**config.mk**
```make
export PLATFORM = sky130hd
export DESIGN_NAME = pam_frame_sched
export DESIGN_NICKNAME = d
export VERILOG_FILES = /design/src/rtl/pam_frame_sched.sv
export SDC_FILE = /design/constraint.sdc
export NUM_CORES = 1
export LEC_CHECK = 0
export CORE_ASPECT_RATIO = 0.8
export CORE_UTILIZATION = 45
export DETAILED_ROUTE_END_ITERATION = 8
export GPL_TIMING_DRIVEN = 0
export PLACE_DENSITY = 0.82
export SYNTH_ARGS = -nofsm -noshare
export SYNTH_HDL_FRONTEND = slang
export SYNTH_SLANG_ARGS = --single-unit
```
**constraint.sdc**
```tcl
create_clock -name clk -period 2.15 [get_ports clk]
set_input_delay 0.43 -clock clk [delete_from_list [all_inputs] [get_ports clk]]
set_output_delay 0.43 -clock clk [all_outputs]
set_load 0.02 [all_outputs]
```
**src/rtl/pam_frame_sched.sv**
```systemverilog
// ============================================================================
// Module   : pam_frame_sched
// Brief    : PAM sender frame scheduler: header ROM, payload symbols, gap fill.
// Revision : 1.0
// ============================================================================
`default_nettype none

module pam_frame_sched #(
    parameter int AD_CVER_WIDTH  = 12,
    parameter int ADDR_MEM_WIDTH = 5,
    parameter int PAM_ORDER      = 4,
    parameter int HEAD_LEN       = 32,
    parameter int PAYLOAD_LEN    = 256,
    parameter int GAP_LEN        = 8,
    parameter int CNT_WIDTH      = 16,
    localparam int SYM_W         = $clog2(PAM_ORDER)
) (
    input  logic                      clk,
    input  logic                      rst,
    input  logic                      cfg_en,
    input  logic [SYM_W-1:0]          in_sym,
    input  logic                      in_valid,
    output logic                      in_ready,
    output logic [ADDR_MEM_WIDTH-1:0] head_addr,
    output logic                      head_rd,
    input  logic [AD_CVER_WIDTH-1:0]  head_data,
    output logic [AD_CVER_WIDTH-1:0]  sent_data,
    output logic                      sent_valid,
    output logic                      sent_sof,
    output logic                      sent_eof,
    output logic                      busy,
    output logic [CNT_WIDTH-1:0]      frame_cnt,
    output logic [CNT_WIDTH-1:0]      underrun_cnt
);

    localparam int c_MAXLEN = (HEAD_LEN > PAYLOAD_LEN) ?
                              ((HEAD_LEN > GAP_LEN) ? HEAD_LEN : GAP_LEN) :
                              ((PAYLOAD_LEN > GAP_LEN) ? PAYLOAD_LEN : GAP_LEN);
    localparam int c_POS_W  = (c_MAXLEN > 1) ? $clog2(c_MAXLEN) : 1;

    localparam logic [c_POS_W-1:0] c_HEAD_LAST = c_POS_W'(HEAD_LEN - 1);
    localparam logic [c_POS_W-1:0] c_PAY_LAST  = c_POS_W'(PAYLOAD_LEN - 1);
    localparam logic [c_POS_W-1:0] c_GAP_LAST  = c_POS_W'((GAP_LEN > 0) ? GAP_LEN - 1 : 0);

    localparam logic [AD_CVER_WIDTH-1:0] c_MID  = {1'b1, {(AD_CVER_WIDTH-1){1'b0}}};
    localparam logic [AD_CVER_WIDTH-1:0] c_STEP =
        AD_CVER_WIDTH'(((2 ** AD_CVER_WIDTH) - 1) / (PAM_ORDER - 1));

    localparam logic [1:0] c_TAG_MID  = 2'd0;
    localparam logic [1:0] c_TAG_HEAD = 2'd1;
    localparam logic [1:0] c_TAG_SYM  = 2'd2;

    typedef enum logic [1:0] {
        S_IDLE    = 2'd0,
        S_HEAD    = 2'd1,
        S_PAYLOAD = 2'd2,
        S_GAP     = 2'd3
    } state_t;

    state_t                      r_state;
    state_t                      w_state_nx;
    logic [c_POS_W-1:0]          r_pos;
    logic [c_POS_W-1:0]          w_pos_nx;
    logic                        w_frame_done;
    logic                        w_start;

    logic                        r_in_ready;
    logic                        r_head_rd;
    logic [ADDR_MEM_WIDTH-1:0]   r_head_addr;
    logic [CNT_WIDTH-1:0]        r_frame_cnt;
    logic [CNT_WIDTH-1:0]        r_underrun_cnt;

    logic [1:0]                  r_s1_tag;
    logic [SYM_W-1:0]            r_s1_sym;
    logic                        r_s1_valid;
    logic                        r_s1_sof;
    logic                        r_s1_eof;
    logic [AD_CVER_WIDTH-1:0]    w_level;

    logic [AD_CVER_WIDTH-1:0]    r_sent_data;
    logic                        r_sent_valid;
    logic                        r_sent_sof;
    logic                        r_sent_eof;

    assign w_start = cfg_en && in_valid;

    always_comb begin
        w_state_nx   = r_state;
        w_pos_nx     = r_pos;
        w_frame_done = 1'b0;
        case (r_state)
            S_IDLE: begin
                if (w_start) begin
                    w_state_nx = S_HEAD;
                    w_pos_nx   = '0;
                end
            end
            S_HEAD: begin
                if (r_pos == c_HEAD_LAST) begin
                    w_state_nx = S_PAYLOAD;
                    w_pos_nx   = '0;
                end else begin
                    w_pos_nx   = r_pos + 1'b1;
                end
            end
            S_PAYLOAD: begin
                if (r_pos == c_PAY_LAST) begin
                    w_pos_nx = '0;
                    if (GAP_LEN > 0) begin
                        w_state_nx = S_GAP;
                    end else begin
                        // Without a gap the frame closes on its last payload slot
                        w_frame_done = 1'b1;
                        w_state_nx   = w_start ? S_HEAD : S_IDLE;
                    end
                end else begin
                    w_pos_nx = r_pos + 1'b1;
                end
            end
            S_GAP: begin
                if (r_pos == c_GAP_LAST) begin
                    w_frame_done = 1'b1;
                    w_state_nx   = w_start ? S_HEAD : S_IDLE;
                    w_pos_nx     = '0;
                end else begin
                    w_pos_nx     = r_pos + 1'b1;
                end
            end
            default: begin
                w_state_nx = S_IDLE;
                w_pos_nx   = '0;
            end
        endcase
    end

    // Control outputs are registered from the next state so they line up with the slot
    always_ff @(posedge clk) begin
        if (rst) begin
            r_state        <= S_IDLE;
            r_pos          <= '0;
            r_in_ready     <= 1'b0;
            r_head_rd      <= 1'b0;
            r_head_addr    <= '0;
            r_frame_cnt    <= '0;
            r_underrun_cnt <= '0;
        end else begin
            r_state     <= w_state_nx;
            r_pos       <= w_pos_nx;
            r_in_ready  <= (w_state_nx == S_PAYLOAD);
            r_head_rd   <= (w_state_nx == S_HEAD);
            r_head_addr <= (w_state_nx == S_HEAD) ? ADDR_MEM_WIDTH'(w_pos_nx) : '0;
            if (w_frame_done) begin
                r_frame_cnt <= r_frame_cnt + 1'b1;
            end
            if ((r_state == S_PAYLOAD) && !in_valid && (r_underrun_cnt != {CNT_WIDTH{1'b1}})) begin
                r_underrun_cnt <= r_underrun_cnt + 1'b1;
            end
        end
    end

    // Stage 1: tag the slot source while the ROM access is in flight
    always_ff @(posedge clk) begin
        if (rst) begin
            r_s1_tag   <= c_TAG_MID;
            r_s1_sym   <= '0;
            r_s1_valid <= 1'b0;
            r_s1_sof   <= 1'b0;
            r_s1_eof   <= 1'b0;
        end else begin
            r_s1_tag   <= c_TAG_MID;
            r_s1_valid <= 1'b0;
            r_s1_sof   <= 1'b0;
            r_s1_eof   <= 1'b0;
            case (r_state)
                S_HEAD: begin
                    r_s1_tag   <= c_TAG_HEAD;
                    r_s1_valid <= 1'b1;
                    r_s1_sof   <= (r_pos == '0);
                end
                S_PAYLOAD: begin
                    r_s1_valid <= 1'b1;
                    r_s1_eof   <= (r_pos == c_PAY_LAST);
                    if (in_valid) begin
                        r_s1_tag <= c_TAG_SYM;
                        r_s1_sym <= in_sym;
                    end
                end
                default: begin
                    r_s1_tag <= c_TAG_MID;
                end
            endcase
        end
    end

    assign w_level = AD_CVER_WIDTH'(r_s1_sym) * c_STEP;

    // Stage 2: output mux
    always_ff @(posedge clk) begin
        if (rst) begin
            r_sent_data  <= c_MID;
            r_sent_valid <= 1'b0;
            r_sent_sof   <= 1'b0;
            r_sent_eof   <= 1'b0;
        end else begin
            case (r_s1_tag)
                c_TAG_HEAD: r_sent_data <= head_data;
                c_TAG_SYM:  r_sent_data <= w_level;
                default:    r_sent_data <= c_MID;
            endcase
            r_sent_valid <= r_s1_valid;
            r_sent_sof   <= r_s1_sof;
            r_sent_eof   <= r_s1_eof;
        end
    end

    assign in_ready     = r_in_ready;
    assign head_rd      = r_head_rd;
    assign head_addr    = r_head_addr;
    assign sent_data    = r_sent_data;
    assign sent_valid   = r_sent_valid;
    assign sent_sof     = r_sent_sof;
    assign sent_eof     = r_sent_eof;
    assign busy         = (r_state != S_IDLE);
    assign frame_cnt    = r_frame_cnt;
    assign underrun_cnt = r_underrun_cnt;

endmodule

`default_nettype wire

```
; ---- Word level (Yosys, flattened, before mapping)
; Index checks and enable logic that the tools add are counted.
; W data, S select, Z words.
[op_classes]
n_addsub = 3
mul = 1
n_div = 0
order_cmp = 0
n_eq_ne = 12
shifts = 0
muxes = 17
bitwise_logic = 3
reduce_logical = 12
[op_table]
columns = op, count
row1 = $add A16 B1 Y16 const B, 2
row2 = $mux W8, 4
row3 = $pmux W8 S4, 1
row4 = $pmux W12 S2, 1
row5 = $ne A16 B16 Y1 const B, 1
row6 = $mul A2 B11 Y12 const B, 1
row7 = $mux W2, 5
row8 = $add A8 B1 Y8 const B, 1
row9 = $eq A2 B2 Y1 const B, 4
row10 = $eq A8 B3 Y1 const B, 1
row11 = $eq A8 B5 Y1 const B, 1
row12 = $eq A8 B8 Y1 const B, 1
row13 = $logic_not A8 Y1, 1
row14 = $pmux W2 S4, 1
row15 = $reduce_or A2 Y1, 4
row16 = $eq A2 B1 Y1 const B, 3
row17 = $mux W1, 4
row18 = $pmux W2 S2, 1
row19 = $logic_and A1 B1 Y1, 3
row20 = $not A1 Y1, 3
row21 = $logic_not A2 Y1, 1
row22 = $ne A2 B2 Y1 const B, 1
row23 = $reduce_and A2 Y1, 1
row24 = $reduce_bool A2 Y1, 1
row25 = $logic_not A1 Y1, 1
[totals]
reg_bits = 71
latchBits = 0
ramBits = 0
romBits = 0
inputBits = 18
output_inout_bits = 55
elab_cells = 65
mem_count = 0

; ---- Longest topological paths before layout
; Gate-level depths: netlist (run 1).
[depth]
word_depth = 7
depth_mapped = 8
depth_no_buf = 7

; ---- Worst setup path before layout (run 1)
; No wires, ideal clock.
[synth_timing]
kind = register -> register
from = register r_state[1]
to = register r_head_addr[2] (netlist: head_addr[2])
setup_time_ns = 0.116
t_arrival_ns = 1.950
required_time_ns = 2.034
setup_slack_ns = 0.084
path_stages_with_launch = 8
n_path_buf = 0
synth_period_minus_slack_ns = 2.066
path_cell_list = dfxtp_1 inv_1 ha_1 or4_1 o21ai_2 nand3_1 a211oi_2 and3b_1
[synth_between]
elab_chain_cells = 5
word_cells_on_any_way = 13
cone_classes = eq/ne: 4 / mux: 6 / bitwise: 1 / reduce/logical: 2
[synth_lines]
columns = element, line_no
row1 = from (decl), 60  ; state_t r_state;
row2 = from (signal assigned), 147  ; r_state <= w_state_nx;
row3 = $eq A2 B2 Y1 (tied with other cells), 91  ; case (r_state)
row4 = $pmux W2 S4, 91
row5 = $eq A2 B1 Y1, 151  ; r_head_addr <= (w_state_nx == S_HEAD) ? ADDR_MEM_WIDTH'(w_pos_nx) : '0;
row6 = $not A1 Y1 (no source line), n/a
row7 = $reduce_or A2 Y1 (no source line), n/a
row8 = to (signal assigned), 151
row9 = to (decl), 69  ; logic [ADDR_MEM_WIDTH-1:0] r_head_addr;
; Parallel ways exist; a longest one is shown, timed or not.
; A chain may end at the register's enable or synchronous reset.

; ---- Final worst setup path (run 1)
[layout_timing]
from = register r_state[0]
to = register r_pos[7]
[layout_between]
elab_chain_cells = 2
word_cells_on_any_way = 6
cone_classes = eq/ne: 4 / mux: 1 / reduce/logical: 1
[layout_lines]
columns = element, line_no
row1 = $eq A2 B2 Y1 (tied with other cells), 91
row2 = $pmux W8 S4 / $ne A2 B2 Y1 (equally long branches), n/a
row3 = to (signal assigned), 148  ; r_pos <= w_pos_nx;
row4 = to (decl), 62  ; logic [c_POS_W-1:0] r_pos;
; Parallel ways exist; a longest one is shown, timed or not.

==> impl_metrics.env, run 1 <==
export IMPL_antenna_found_initial=0
export IMPL_crit_type="reg -> reg"
export IMPL_diodes=0
export IMPL_route_detailed_drc=0
export IMPL_finalHoldWorstSlack_ps=433
export IMPL_cts_made_buffers=9
export IMPL_vias_per_cell=5.52
export IMPL_synth_edf_count=0
export IMPL_register_area_sq_um=1420
export IMPL_fin_ws_ps=43.8
export IMPL_layout_drive_gt1_share_pct=13.0
export IMPL_num_rows=27
export IMPL_grt_usage_pct=22.2
export IMPL_min_period_ps=2110
export IMPL_power_total_mw=2.69
export IMPL_hold_violations=0
export IMPL_max_clock_freq_mhz=475
export IMPL_dieArea_sq_um=7460
export IMPL_yosysTopAreaCell="dfxtp_1"
export IMPL_drtPass1Iterations=4
export IMPL_min_from="r_s1_valid"
export IMPL_dp_slack_ps=-269
export IMPL_syn_nets=392
export IMPL_numPortBuffers=70
export IMPL_wl_per_cell_um=15.1
export IMPL_slew_violations=0
export IMPL_power_density_nw_per_um2=609
export IMPL_detail_route_antenna_nets=0
export IMPL_synth_area_top_cells="dfxtp_1 (44%), xnor2_1 (4.6%), nor2_1 (4.3%)"
export IMPL_dr_first_iter_drc_count=171
export IMPL_avgSynthCellArea_sq_um=8.83
export IMPL_ff2ff_setup_slack_ps=40
export IMPL_place_gp_congestion=0.905
export IMPL_crit_cells=6
export IMPL_hold_depth=1
export IMPL_min_to="sent_valid"
export IMPL_die_w_um=96.3
export IMPL_multi_input_area_sq_um=1780
export IMPL_maxCapViolations=0
export IMPL_clkTransAtPathRegs_ps=80
export IMPL_fp_dieH_um=77.5
export IMPL_core_sq_um=6890
export IMPL_grt_pass1_wl_mm=12.8
export IMPL_finalSetupTns_ps=0
export IMPL_finalCritPeriodShare_pct=98.0
export IMPL_rsz0062_at_grt="yes"
export IMPL_slowest_stage="or4b_1"
export IMPL_area_growth_pct=38.0
export IMPL_synth_top_area_share_pct=44.4
export IMPL_clkLatencyLatePin_ps=350
export IMPL_yosysWarningCount=0
export IMPL_fill_cells=586
export IMPL_reg2reg_from="r_state[0]"
export IMPL_nNetsFinal=478
export IMPL_ys_types=57
export IMPL_finClkSkew_ps=9.99
export IMPL_grt_max_degree=14
export IMPL_ys_seq_area_share_pct=44.4
export IMPL_vias=2984
export IMPL_rr_endpoint="r_pos[7]"
export IMPL_h_tree_depth=3
export IMPL_cp_max_fo=10
export IMPL_cp_data_arrival_time_ps=2380
export IMPL_clock_sinks=71
export IMPL_ys_async_sr_fraction_pct=0
export IMPL_relSlewSlack_pct=58.6
export IMPL_cts_buffer_depth=2
export IMPL_cts_root_buf="clkbuf_8"
export IMPL_wl_mm=8.17
export IMPL_worstMarginPinSlew_ps=616
export IMPL_overflow=0
export IMPL_cp_top_family="compound AO/OA/AOI/OAI gates"
export IMPL_ctsHoldBuffers=0
export IMPL_crit_path_cell_trace="inv_1 -> ha_2 -> o21ai_1 -> a31oi_4 -> or4b_1 -> a31oi_1"
export IMPL_reg2regPathDepth=6
export IMPL_hold_path_class="reg -> reg"
export IMPL_outcome="complete, no violations"
export IMPL_synth_seq_cells=71
export IMPL_initial_core_util_pct=46.5
export IMPL_ioPinCount=73
export IMPL_synth_ff_type="dfxtp_1"
export IMPL_startpoint_type="register"
export IMPL_cp_buffers_inverters=1
export IMPL_setup_viol=0
export IMPL_p_leak_nw=1.55
export IMPL_ir_drop_mv=0.356
export IMPL_grt_pass1_vias=2666
export IMPL_cpPeakStageDelay_ps=480
export IMPL_synth_area_sq_um=3200
export IMPL_syn_inst=363
export IMPL_post_dp_hpwl_mm=5.56
export IMPL_cts_tree="built"
export IMPL_crit_required_ps=2420
export IMPL_worst_setup_path_end_kind="register"
==> layout make-up <==
class	count	share of cell area (%)
multi-input combinational	258	40.2
sequential	71	32.2
timing repair buffer	77	17.1
clock buffer	9	2.80
tap	87	2.46
clock inverter	7	2.18
buffer	16	1.75
inverter	16	1.36
==> metrics by stage <==
step	cells	cell area, sq um	util (%)
2_1_floorplan	363	3200	-
3_3_place_gp	520	4010	58.2
3_5_place_dp	520	4010	58.2
4_1_cts	539	4310	62.5
5_1_grt	541	4420	64.2
6_report	541	4420	64.2
==> synthesized netlist by cell type (all sizes together), types with 2 or more instances <==
library cell  instances
a31oi                 8
ha                   11
nor3b                 3
and4b                 2
buf                   4
nand4                 8
nand3                17
dfxtp                71
xor2                  5
clkbuf               14
mux2i                 3
xnor2                17
and2                  3
inv                  16
and3                  7
o211ai                2
o21ai                10
a211oi                3
nor4                  5
or4                   3
o2111ai               2
or3                   5
and4                  5
nand2                31
nor3                 16
nand2b                2
nand3b                3
nor2b                 7
a21oi                27
nor2                 37
==> power breakdown <==
part | internal, mW | switching (mW)
registers | 1.32 | 0.00705
clock network | 0.657 | 0.523
logic | 0.0772 | 0.103
total | 2.06 | 0.633
==> layer usage <==
layer	wire length, um	track usage, %
met5	0	0
met4	131	8.97
met3	638	5.20
met2	3740	33.3
met1	3660	30.6
==> state kept, by name, summed over array words and instances, names as in the netlist, 2 cells and up <==
signal	flops
frame_cnt	16
underrun_cnt	16
sent_data	12
r_pos	8
head_addr	5
r_s1_sym	2
r_s1_tag	2
r_state	2
==> cell families (layout without fill, tap and decap cells) <==
family                     Yosys count  in the layout  synth area share, %
buffers and inverters               34            125                 4.49
DFF                                 71             71                 44.4
and+or+nand+nor                    160            160                 27.7
xor gates and xnor gates            22             22                 6.01
adders and majority gates           11             11                 4.30
muxes                                4              4                 1.29
AOI/OAI and AO/OA                   61             61                 11.8
==> worst max path at each step <==
| stage | start | to |
|---|---|---|
| after global routing | underrun_cnt[2] | underrun_cnt[1] |
| after floorplan | r_state[1] | head_addr[2] |
| after CTS | r_state[1] | r_pos[3] |
| after detailed placement | r_state[1] | head_addr[2] |
| after global placement | r_state[1] | head_addr[2] |
| final | r_state[0] | r_pos[7] |
==> cells in the final DEF (no fill, tap or decap), drive strengths merged, types with 2 or more instances in the layout <==
cell type and n:
a211oi 3, a21oi 27, a31oi 8, and2 3, and3 7, and4 5
and4b 2, buf 11, bufinv 2, clkbuf 21, clkdlybuf4s50 69, clkinv 4
dfxtp 71, ha 11, inv 17, mux2i 3, nand2 31, nand2b 2
nand3 17, nand3b 3, nand4 8, nor2 37, nor2b 7, nor3 16
nor3b 3, nor4 5, o2111ai 2, o211ai 2, o21ai 10, or3 5
or4 3, xnor2 17, xor2 5
==> timing repair <==
action / in CTS / in global routing
pin swaps: 3 / 5
gates resized for setup: 12 / 21
endpoints found under the setup margin: 19 / 19
setup buffers: 4 / 3
gates cloned: 0 / 0
Note: power is estimated with default switching activity, not from simulation.
==> run 2: changes to the inputs <==
==> constraint.sdc (replaced) <==
create_clock -name clk -period 2.15 [get_ports clk]
set_input_delay 0.43 -clock clk [delete_from_list [all_inputs] [get_ports clk]]
set_output_delay 0.43 -clock clk [all_outputs]
set_load 0.005 [all_outputs]
==> impl_metrics.env, run 2 (synthesis results as in run 1) <==
export IMPL_outcome="complete, no violations"
export IMPL_slew_violations=0
export IMPL_ctsHoldBuffers=0
export IMPL_crit_type="reg -> reg"
export IMPL_placed_area_sq_um=4010
export IMPL_clock_sinks=71
export IMPL_cts_tree="built"
export IMPL_final_cell_mix="clkdlybuf4s50_1 (70), dfxtp_1 (69), nor2_1 (37)"
export IMPL_worstMarginPinSlew_ps=622
export IMPL_fin_ws_ps=43.5
export IMPL_antenna_found_initial=0
export IMPL_slowest_stage="or4_4"
export IMPL_cp_data_arrival_time_ps=2350
export IMPL_reg2reg_from="r_state[1]"
export IMPL_area_growth_pct=37.8
export IMPL_finClkSkew_ps=9.91
export IMPL_max_clock_freq_mhz=475
export IMPL_dieArea_sq_um=7460
export IMPL_finalHoldWorstSlack_ps=434
export IMPL_power_switching_uw=626
export IMPL_numPortBuffers=70
export IMPL_detail_route_antenna_nets=0
export IMPL_p_seq_share_pct=49.6
export IMPL_wl_mm=8.14
export IMPL_fin_area_sq_um=4420
export IMPL_finalCritPeriodShare_pct=98.0
export IMPL_power_density_nw_per_um2=608
export IMPL_overflow=0
export IMPL_startpoint_type="register"
export IMPL_hold_violations=0
export IMPL_cts_made_buffers=9
export IMPL_reg2regPathDepth=8
export IMPL_nNetsFinal=478
export IMPL_rsz0062_at_grt="yes"
export IMPL_setup_viol=0
export IMPL_core_sq_um=6890
export IMPL_cpPeakStageDelay_ps=430
export IMPL_cts_root_buf="clkbuf_8"
export IMPL_fill_cells=585
export IMPL_post_dp_hpwl_mm=5.56
export IMPL_min_from="r_s1_valid"
export IMPL_num_rows=27
export IMPL_vias_per_cell=5.48
export IMPL_diodes=0
export IMPL_h_tree_depth=3
export IMPL_worst_setup_path_end_kind="register"
export IMPL_clkLatencyLatePin_ps=350
export IMPL_cp_buffers_inverters=2
export IMPL_p_leak_nw=1.55
export IMPL_drtPass1Iterations=4
export IMPL_clkTransAtPathRegs_ps=80
export IMPL_worstSetupEndpoint="head_addr[2]"
export IMPL_die_w_um=96.3
export IMPL_vias=2963
export IMPL_cp_top_family="simple AND/OR/NAND/NOR gates"
export IMPL_relSlewSlack_pct=58.5
export IMPL_fin_cells=541
export IMPL_maxCapViolations=0
export IMPL_cp_max_fo=8
export IMPL_ff2ff_setup_slack_ps=40
export IMPL_p_sw_share_pct=23.3
export IMPL_route_detailed_drc=0
export IMPL_finalSetupTns_ps=0
export IMPL_crit_cells=8
export IMPL_initial_core_util_pct=46.5
export IMPL_clockPowerShare_pct=44.0
export IMPL_p_int_mw=2.06
export IMPL_crit_required_ps=2400
export IMPL_pwr_share_comb_pct=6.4
export IMPL_fp_dieH_um=77.5
export IMPL_cts_buffer_depth=2
export IMPL_grt_pass1_vias=2666
export IMPL_grt_pass1_wl_mm=12.8
export IMPL_wl_per_cell_um=15.0
export IMPL_grt_usage_pct=22.2
export IMPL_layout_commonest_cell="clkdlybuf4s50_1"
export IMPL_min_period_ps=2110
export IMPL_ir_drop_mv=0.357
export IMPL_place_gp_congestion=0.905
export IMPL_dr_first_iter_drc_count=194
export IMPL_crit_path_cell_trace="inv_2 -> ha_4 -> or4_4 -> o21ai_4 -> nand3_2 -> a211oi_4 -> buf_6 -> and3b_1"
export IMPL_dp_cells=520
export IMPL_dp_slack_ps=-269
export IMPL_layout_drive_gt1_share_pct=12.8
export IMPL_critPathLaunch="r_state[1]"
export IMPL_hold_path_class="reg -> reg"
export IMPL_rr_endpoint="head_addr[2]"
export IMPL_ioPinCount=73
export IMPL_grt_max_degree=14
[run 2: repair_timing]
item                       CTS  global route
pin swaps                    3             5
setup endpoints to repair   18            20
buffers inserted             4             3
resized for setup           11            19
[run 2: worst min-delay path by stage]
stage | endpoint | slack (ps) | depth (start not counted)
floorplan | sent_eof | 410 | 1
detailed placement | sent_valid | 420 | 1
global route | sent_valid | 450 | 1
global placement | sent_sof | 420 | 1
finish | sent_valid | 430 | 1
CTS | sent_valid | 440 | 1
[run 2: layout make-up]
cell class / instances / area [sq um] / area share (%)
Buffer: 16 / 77.6 / 1.76
Clock buffer: 9 / 124 / 2.81
Clock inverter: 7 / 96.3 / 2.18
Inverter: 16 / 60.1 / 1.36
Multi-Input combinational cell: 258 / 1770 / 40.0
Sequential cell: 71 / 1430 / 32.3
Tap cell: 87 / 109 / 2.47
Timing Repair Buffer: 77 / 757 / 17.1
[run 2: routing by layer]
metal	up-vias	part of all wire [%]	GRT usage [%]
li1	1449	-	-
met1	1387	46	30.6
met2	112	46	33.3
met3	15	6.8	5.20
met4	0	1.6	8.97
met5	-	0	0
[run 2: stage by stage]
| stage | power, mW | util [%] |
|---|---|---|
| 4_1_cts | 2.69 | 62.5 |
| 3_5_place_dp | 1.50 | 58.2 |
| 2_1_floorplan | 1.43 | - |
| 5_1_grt | 2.77 | 64.1 |
| 3_3_place_gp | 1.50 | 58.2 |
| 6_report | 2.68 | 64.1 |
[run 2: power by group through the flow]
stage | Combinational [mW] | Clock, mW | Sequential (mW)
floorplan | 0.0756 | 0 | 1.36
global placement | 0.143 | 0 | 1.36
detailed placement | 0.144 | 0 | 1.36
CTS | 0.156 | 1.21 | 1.33
global route | 0.185 | 1.25 | 1.33
finish | 0.173 | 1.18 | 1.33
